$ cat src/rtl/pte_mem_pkg.sv
// Shared types and constants for the page-walker / CPU DRAM request sequencer.
package pte_mem_pkg;

    typedef enum logic [1:0] {
        ST_IDLE  = 2'd0,
        ST_ISSUE = 2'd1,
        ST_WAIT  = 2'd2,
        ST_DONE  = 2'd3
    } state_t;

    typedef enum logic {
        MST_PW  = 1'b0,
        MST_CPU = 1'b1
    } mst_t;

    localparam logic [3:0] WSTRB_FULL = 4'hF;

endpackage

$ cat src/rtl/pte_mem_slot.sv
// Single-entry request capture slot: loads on a strobe while empty, clears when the transfer finishes.
module pte_mem_slot #(
    parameter int unsigned ADDR_WIDTH = 32,
    parameter int unsigned DATA_WIDTH = 32
) (
    input  logic                  CLK,
    input  logic                  RST_X,
    input  logic                  ld_req,
    input  logic                  ld_we,
    input  logic [ADDR_WIDTH-1:0] ld_addr,
    input  logic [DATA_WIDTH-1:0] ld_wdata,
    input  logic [3:0]            ld_wstrb,
    input  logic                  clr,
    output logic                  valid,
    output logic                  we,
    output logic [ADDR_WIDTH-1:0] addr,
    output logic [DATA_WIDTH-1:0] wdata,
    output logic [3:0]            wstrb
);

    // Capture on strobe only when empty; a strobe while occupied is dropped.
    always_ff @(posedge CLK or negedge RST_X) begin
        if (!RST_X) begin
            valid <= 1'b0;
            we    <= 1'b0;
            addr  <= '0;
            wdata <= '0;
            wstrb <= '0;
        end else if (clr) begin
            valid <= 1'b0;
        end else if (ld_req && !valid) begin
            valid <= 1'b1;
            we    <= ld_we;
            addr  <= ld_addr;
            wdata <= ld_wdata;
            wstrb <= ld_wstrb;
        end
    end

endmodule

$ cat src/rtl/pte_mem_port.sv
// Serialises MMU walker PTE traffic and CPU load/store traffic onto one DRAM controller port.
module pte_mem_port
    import pte_mem_pkg::*;
#(
    parameter int unsigned ADDR_WIDTH     = 32,
    parameter int unsigned DATA_WIDTH     = 32,
    parameter int unsigned TIMEOUT_CYCLES = 1023
) (
    input  logic                  CLK,
    input  logic                  RST_X,
    input  logic                  pw_req,
    input  logic                  pw_we,
    input  logic [ADDR_WIDTH-1:0] pw_addr,
    input  logic [DATA_WIDTH-1:0] pw_wdata,
    output logic [DATA_WIDTH-1:0] pw_rdata,
    output logic                  pw_busy,
    output logic                  pw_done,
    input  logic                  cpu_req,
    input  logic                  cpu_we,
    input  logic [ADDR_WIDTH-1:0] cpu_addr,
    input  logic [DATA_WIDTH-1:0] cpu_wdata,
    input  logic [3:0]            cpu_wstrb,
    output logic [DATA_WIDTH-1:0] cpu_rdata,
    output logic                  cpu_busy,
    output logic                  dram_req,
    output logic                  dram_we,
    output logic [ADDR_WIDTH-1:0] dram_addr,
    output logic [DATA_WIDTH-1:0] dram_wdata,
    output logic [3:0]            dram_wstrb,
    input  logic                  dram_ack,
    input  logic [DATA_WIDTH-1:0] dram_rdata,
    output logic                  err_timeout
);

    localparam int unsigned CNT_W = $clog2(TIMEOUT_CYCLES + 1);
    localparam logic [CNT_W-1:0] CNT_MAX = CNT_W'(TIMEOUT_CYCLES);

    state_t                state;
    mst_t                  grant;
    logic [CNT_W-1:0]      cnt;
    logic [CNT_W-1:0]      cnt_inc_c;
    logic [ADDR_WIDTH-1:0] pw_addr_al_c;

    logic                  pw_s_we,    cpu_s_we;
    logic [ADDR_WIDTH-1:0] pw_s_addr,  cpu_s_addr;
    logic [DATA_WIDTH-1:0] pw_s_wdata, cpu_s_wdata;
    logic [3:0]            pw_s_wstrb, cpu_s_wstrb;
    logic                  pw_clr_c,   cpu_clr_c;

    // PTEs are word aligned; the low address bits from the walker are discarded.
    assign pw_addr_al_c = pw_addr & ~ADDR_WIDTH'(3);
    // Saturating next count, so the counter can never wrap.
    assign cnt_inc_c    = (cnt == CNT_MAX) ? cnt : cnt + CNT_W'(1);
    assign pw_clr_c     = (state == ST_DONE) && (grant == MST_PW);
    assign cpu_clr_c    = (state == ST_DONE) && (grant == MST_CPU);

    pte_mem_slot #(.ADDR_WIDTH(ADDR_WIDTH), .DATA_WIDTH(DATA_WIDTH)) u_pw_slot (
        .CLK      (CLK),
        .RST_X    (RST_X),
        .ld_req   (pw_req),
        .ld_we    (pw_we),
        .ld_addr  (pw_addr_al_c),
        .ld_wdata (pw_wdata),
        .ld_wstrb (WSTRB_FULL),
        .clr      (pw_clr_c),
        .valid    (pw_busy),
        .we       (pw_s_we),
        .addr     (pw_s_addr),
        .wdata    (pw_s_wdata),
        .wstrb    (pw_s_wstrb)
    );

    pte_mem_slot #(.ADDR_WIDTH(ADDR_WIDTH), .DATA_WIDTH(DATA_WIDTH)) u_cpu_slot (
        .CLK      (CLK),
        .RST_X    (RST_X),
        .ld_req   (cpu_req),
        .ld_we    (cpu_we),
        .ld_addr  (cpu_addr),
        .ld_wdata (cpu_wdata),
        .ld_wstrb (cpu_wstrb),
        .clr      (cpu_clr_c),
        .valid    (cpu_busy),
        .we       (cpu_s_we),
        .addr     (cpu_s_addr),
        .wdata    (cpu_s_wdata),
        .wstrb    (cpu_s_wstrb)
    );

    // Sequencer: grant (walker priority, also seeing a strobe landing this cycle), issue, wait/timeout, retire.
    always_ff @(posedge CLK or negedge RST_X) begin
        if (!RST_X) begin
            state       <= ST_IDLE;
            grant       <= MST_PW;
            cnt         <= '0;
            pw_rdata    <= '0;
            cpu_rdata   <= '0;
            pw_done     <= 1'b0;
            err_timeout <= 1'b0;
            dram_req    <= 1'b0;
            dram_we     <= 1'b0;
            dram_addr   <= '0;
            dram_wdata  <= '0;
            dram_wstrb  <= '0;
        end else begin
            pw_done     <= 1'b0;
            err_timeout <= 1'b0;
            case (state)
                ST_IDLE: begin
                    if (pw_busy || pw_req) begin
                        grant <= MST_PW;
                        cnt   <= '0;
                        state <= ST_ISSUE;
                    end else if (cpu_busy || cpu_req) begin
                        grant <= MST_CPU;
                        cnt   <= '0;
                        state <= ST_ISSUE;
                    end
                end
                ST_ISSUE: begin
                    dram_req <= 1'b1;
                    if (grant == MST_PW) begin
                        dram_we    <= pw_s_we;
                        dram_addr  <= pw_s_addr;
                        dram_wdata <= pw_s_wdata;
                        dram_wstrb <= pw_s_wstrb;
                    end else begin
                        dram_we    <= cpu_s_we;
                        dram_addr  <= cpu_s_addr;
                        dram_wdata <= cpu_s_wdata;
                        dram_wstrb <= cpu_s_wstrb;
                    end
                    state <= ST_WAIT;
                end
                ST_WAIT: begin
                    if (dram_ack) begin
                        dram_req <= 1'b0;
                        pw_done  <= (grant == MST_PW);
                        if (!dram_we) begin
                            if (grant == MST_PW) pw_rdata  <= dram_rdata;
                            else                 cpu_rdata <= dram_rdata;
                        end
                        state <= ST_DONE;
                    end else if (cnt_inc_c == CNT_MAX) begin
                        // Counter reaches the limit on this cycle: abort with zero read data.
                        cnt         <= cnt_inc_c;
                        dram_req    <= 1'b0;
                        err_timeout <= 1'b1;
                        pw_done     <= (grant == MST_PW);
                        if (!dram_we) begin
                            if (grant == MST_PW) pw_rdata  <= '0;
                            else                 cpu_rdata <= '0;
                        end
                        state <= ST_DONE;
                    end else begin
                        cnt <= cnt_inc_c;
                    end
                end
                ST_DONE: begin
                    state <= ST_IDLE;
                end
                default: begin
                    state <= ST_IDLE;
                end
            endcase
        end
    end

endmodule

$ cat config.mk
export PLATFORM = sky130hd
export DESIGN_NAME = pte_mem_port
export DESIGN_NICKNAME = d
export VERILOG_FILES = /design/src/rtl/pte_mem_pkg.sv /design/src/rtl/pte_mem_slot.sv /design/src/rtl/pte_mem_port.sv
export SDC_FILE = /design/constraint.sdc
export NUM_CORES = 1
export LEC_CHECK = 0
export CORE_MARGIN = 5
export CORE_UTILIZATION = 53
export DETAILED_ROUTE_END_ITERATION = 7
export GPL_TIMING_DRIVEN = 0
export PLACE_DENSITY = 0.9
export SLEW_MARGIN = 20
export SYNTH_ARGS = -nofsm -noshare
export SYNTH_HDL_FRONTEND = slang
export SYNTH_SLANG_ARGS = --single-unit
$ cat constraint.sdc
create_clock -name CLK -period 3.3 [get_ports CLK]
set_input_delay 0.66 -clock CLK [delete_from_list [all_inputs] [get_ports CLK]]
set_output_delay 0.66 -clock CLK [all_outputs]
set_load 0.02 [all_outputs]
==> impl_metrics.env <==
export IMPL_netlist_area_um2=12140
export IMPL_num_rows=55
export IMPL_cts_sinks=284
export IMPL_clk_pin_slew_ns=0.06
export IMPL_cts_repair_resize_count=0
export IMPL_wl_per_cell_um=21.23
export IMPL_pwr_share_comb=0.422
export IMPL_mostFrequentLayoutCell="clkdlybuf4s50_1"
export IMPL_cts_setup_buffers=0
export IMPL_synth_compound_area_share=0.1295
export IMPL_synth_simple_gate_area_share=0.05289
export IMPL_grt_usage=0.2674
export IMPL_ys_ff_latch=284
export IMPL_min_period_over_period=0.8246
export IMPL_crit_path_max_fanout=10
export IMPL_cts_max_path_buffers=3
export IMPL_rsz0062_at_grt="no"
export IMPL_ys_dominant_reg_cell="dfrtp_1"
export IMPL_worst_setup_path_start_kind="flop"
export IMPL_finalSetupViolCount=0
export IMPL_syn_inst=1013
export IMPL_numCtsBuffers=29
export IMPL_fin_skew_ns=0.01723
export IMPL_viasPerCell=5.659
export IMPL_crit_type="flop to flop"
export IMPL_crit_path_frequent_cell="clkbuf_1"
export IMPL_yosysWarnings=0
export IMPL_clockPowerShare=0.199
export IMPL_slowest_stage="clkbuf_1"
export IMPL_drtIter0Drc=805
export IMPL_p_leak_nw=7.416
export IMPL_final_hold_viol_count=0
export IMPL_fmax_ghz=0.3675
export IMPL_synthArstFlopShare=1.000
export IMPL_die_width_um=161.3
export IMPL_synth_edf_count=0
export IMPL_grt_max_degree=96
export IMPL_power_per_cell_area_nw_per_um2=966.6
export IMPL_layout_min_cycle_time_ns=2.721
export IMPL_syn_num_nets=1190
export IMPL_ant_nets=0
export IMPL_synth_fa_ha_area_frac=0.006186
export IMPL_yosysSeqAreaShare=0.5856
export IMPL_synth_top_family_by_area="multiplexers"
export IMPL_clkLatencyLatePin_ns=0.56
export IMPL_run_status="finished, final reports clean"
export IMPL_antenna_found_initial=2
export IMPL_arrival_ns=3.16
export IMPL_wirelength_um=35200
export IMPL_place_congestion=0.9168
export IMPL_ir_worst_vdd_mv=0.6850
export IMPL_drive_gt1_frac=0.1727
export IMPL_fin_nets=1531
export IMPL_max_slew_margin=0.3772
export IMPL_io_buffers=306
export IMPL_syn_avg_cell_area_um2=11.98
export IMPL_worstMarginPinSlew_ns=0.9342
export IMPL_slowest_delay_ns=0.60
export IMPL_drc_errors=0
export IMPL_yosys_top_cells_area="dfrtp_1 59%, mux2_2 12%, mux2i_1 5.3%, a22oi_1 4.0%, a21oi_1 3.4%"
export IMPL_ios=309
export IMPL_firstDrtPassIters=5
export IMPL_required_ns=3.74
export IMPL_dp_hpwl_um=25380
export IMPL_dp_cells=1607
export IMPL_internal_power_mw=10.12
export IMPL_layoutNonFillerInstCount=1658
export IMPL_initial_core_util=0.5377
export IMPL_synthMuxAreaShare=0.1762
export IMPL_final_cell_mix="305 x clkdlybuf4s50_1, 284 x dfrtp_1, 133 x mux2_2"
export IMPL_clock_root_buffer="clkbuf_16"
export IMPL_die_area_um2=26030
export IMPL_crit_chain="ha_1 -> nor2b_1 -> nor3b_1 -> clkbuf_1 -> clkbuf_1 -> mux2_2"
export IMPL_maxCapViolCount=0
export IMPL_finalMaxSlewViolations=0
export IMPL_die_h_um=161.3
export IMPL_synth_top_area_share=0.5856
export IMPL_core_area_um2=22570
export IMPL_worstSetupEndpointType="flop"
export IMPL_switching_share=0.3673
export IMPL_netlist_cell_type_count=55
export IMPL_grt_pass1_vias=10166
export IMPL_vias=9383
export IMPL_area_growth_pct=36.40
export IMPL_seqPwrFrac=0.378
export IMPL_tritoncts="built"
export IMPL_htreeDepth=1
export IMPL_grt_overflow_total=0
export IMPL_hold_path_class="flop to flop"
export IMPL_final_core_util=0.7334
export IMPL_synth_xor_area_frac=0.0007216
export IMPL_grt_first_pass_wirelength_um=55660
export IMPL_synth_top_area_cell="dfrtp_1"
export IMPL_switching_power_mw=5.877
power by group through the flow:
stage | registers (mW) | logic (mW) | clock network [mW]
global placement | 5.98 | 6.48 | 0
detailed placement | 6.05 | 6.72 | 0
floorplan | 6.60 | 3.29 | 0
CTS | 6.04 | 6.81 | 3.24
global route | 6.23 | 7.32 | 3.38
finish | 6.06 | 6.76 | 3.19
area by class of cell:
class                           instances  area, um2
Buffer                                 67      312.8
Antenna cell                            1      2.502
Tap cell                              285      356.6
Sequential cell                       284       7107
Clock buffer                           41      790.8
Timing Repair Buffer                  310       3161
Clock inverter                          8      107.6
Multi-Input combinational cell        587       4436
Inverter                               75      281.5
Fill cell                            1510       6017
cells by family (layout without fill, tap and decap cells):
| family | after synthesis | in the layout |
|---|---|---|
| other cells | 0 | 1 |
| xor+xnor | 1 | 1 |
| compound gates | 243 | 243 |
| mux | 197 | 197 |
| flops | 284 | 284 |
| buf+inv | 142 | 501 |
| fa+ha+maj | 6 | 6 |
| simple gates | 140 | 140 |
worst paths after layout:
kind                                     from  slack (ns)                   to  depth (start not counted)
max in group asynchronous               RST_X        1.66        dram_addr[15]                          4
min                        u_pw_slot.wstrb[0]        0.46   u_pw_slot.wstrb[0]                          1
max reg2reg                          state[1]        0.58  u_pw_slot.wdata[29]                          6
min in group asynchronous               RST_X        0.50        cpu_rdata[25]                          2
min reg2reg                u_pw_slot.wstrb[0]        0.46   u_pw_slot.wstrb[0]                          1
max                                  state[1]        0.58  u_pw_slot.wdata[29]                          6
flip-flops by register name, summed over array words and instances, names as in the netlist, 2 cells and up:
register          flops
cpu_rdata            32
dram_addr            32
dram_wdata           32
pw_rdata             32
u_cpu_slot.addr      32
u_cpu_slot.wdata     32
u_pw_slot.wdata      32
u_pw_slot.addr       30
cnt                  10
dram_wstrb            4
u_cpu_slot.wstrb      4
state                 2
what timing repair did:
item,in CTS,in global routing
hold buffers,1,0
endpoints found under the hold margin,10,0
endpoints found under the setup margin,0,0
per-stage QoR:
stage / worst slack (ns) / instance area (um2) / total power, mW / hold slack, ns / setup TNS [ns]
2_1_floorplan: 1.166 / 12140 / 9.890 / 0.3644 / 0
3_3_place_gp: -10.41 / 15560 / 12.46 / 0.4455 / -2946.53
3_5_place_dp: 0.2598 / 15640 / 12.77 / 0.4502 / 0
4_1_cts: 0.5574 / 16550 / 16.09 / 0.4656 / 0
5_1_grt: 0.3982 / 16550 / 16.93 / 0.4723 / 0
6_report: 0.5788 / 16550 / 16.00 / 0.4643 / 0
worst max-delay path, delay by kind of cell (launching register included):
family | cells | cell delay [ns]
DFF | 1 | 0.43
and+or+nand+nor | 2 | 0.33
adders and majority gates | 1 | 0.25
buffers and inverters | 2 | 1.17
muxes | 1 | 0.41
cell usage after synthesis, drive strengths merged (2+ instances only):
library cell,number
nand3,9
o21ai,74
a21oi,82
mux2,133
ha,6
a22oi,65
inv,75
nor2b,3
o211ai,2
dfrtp,284
nor4,4
clkbuf,32
nand3b,3
nor2,85
nand4,4
buf,35
or3,2
a31oi,2
a22o,2
nand2,18
o31ai,2
mux2i,64
nand2b,4
nor3,2
per-layer routing:
metal | vias up | track usage | routed length, um
li1 | 4224 | - | -
met3 | 84 | 0.09569 | 3534
met5 | - | 0 | 13
met1 | 4676 | 0.3127 | 13040
met4 | 2 | 0.08841 | 1271
met2 | 397 | 0.4605 | 17340
Note: power is estimated with default switching activity, not from simulation.
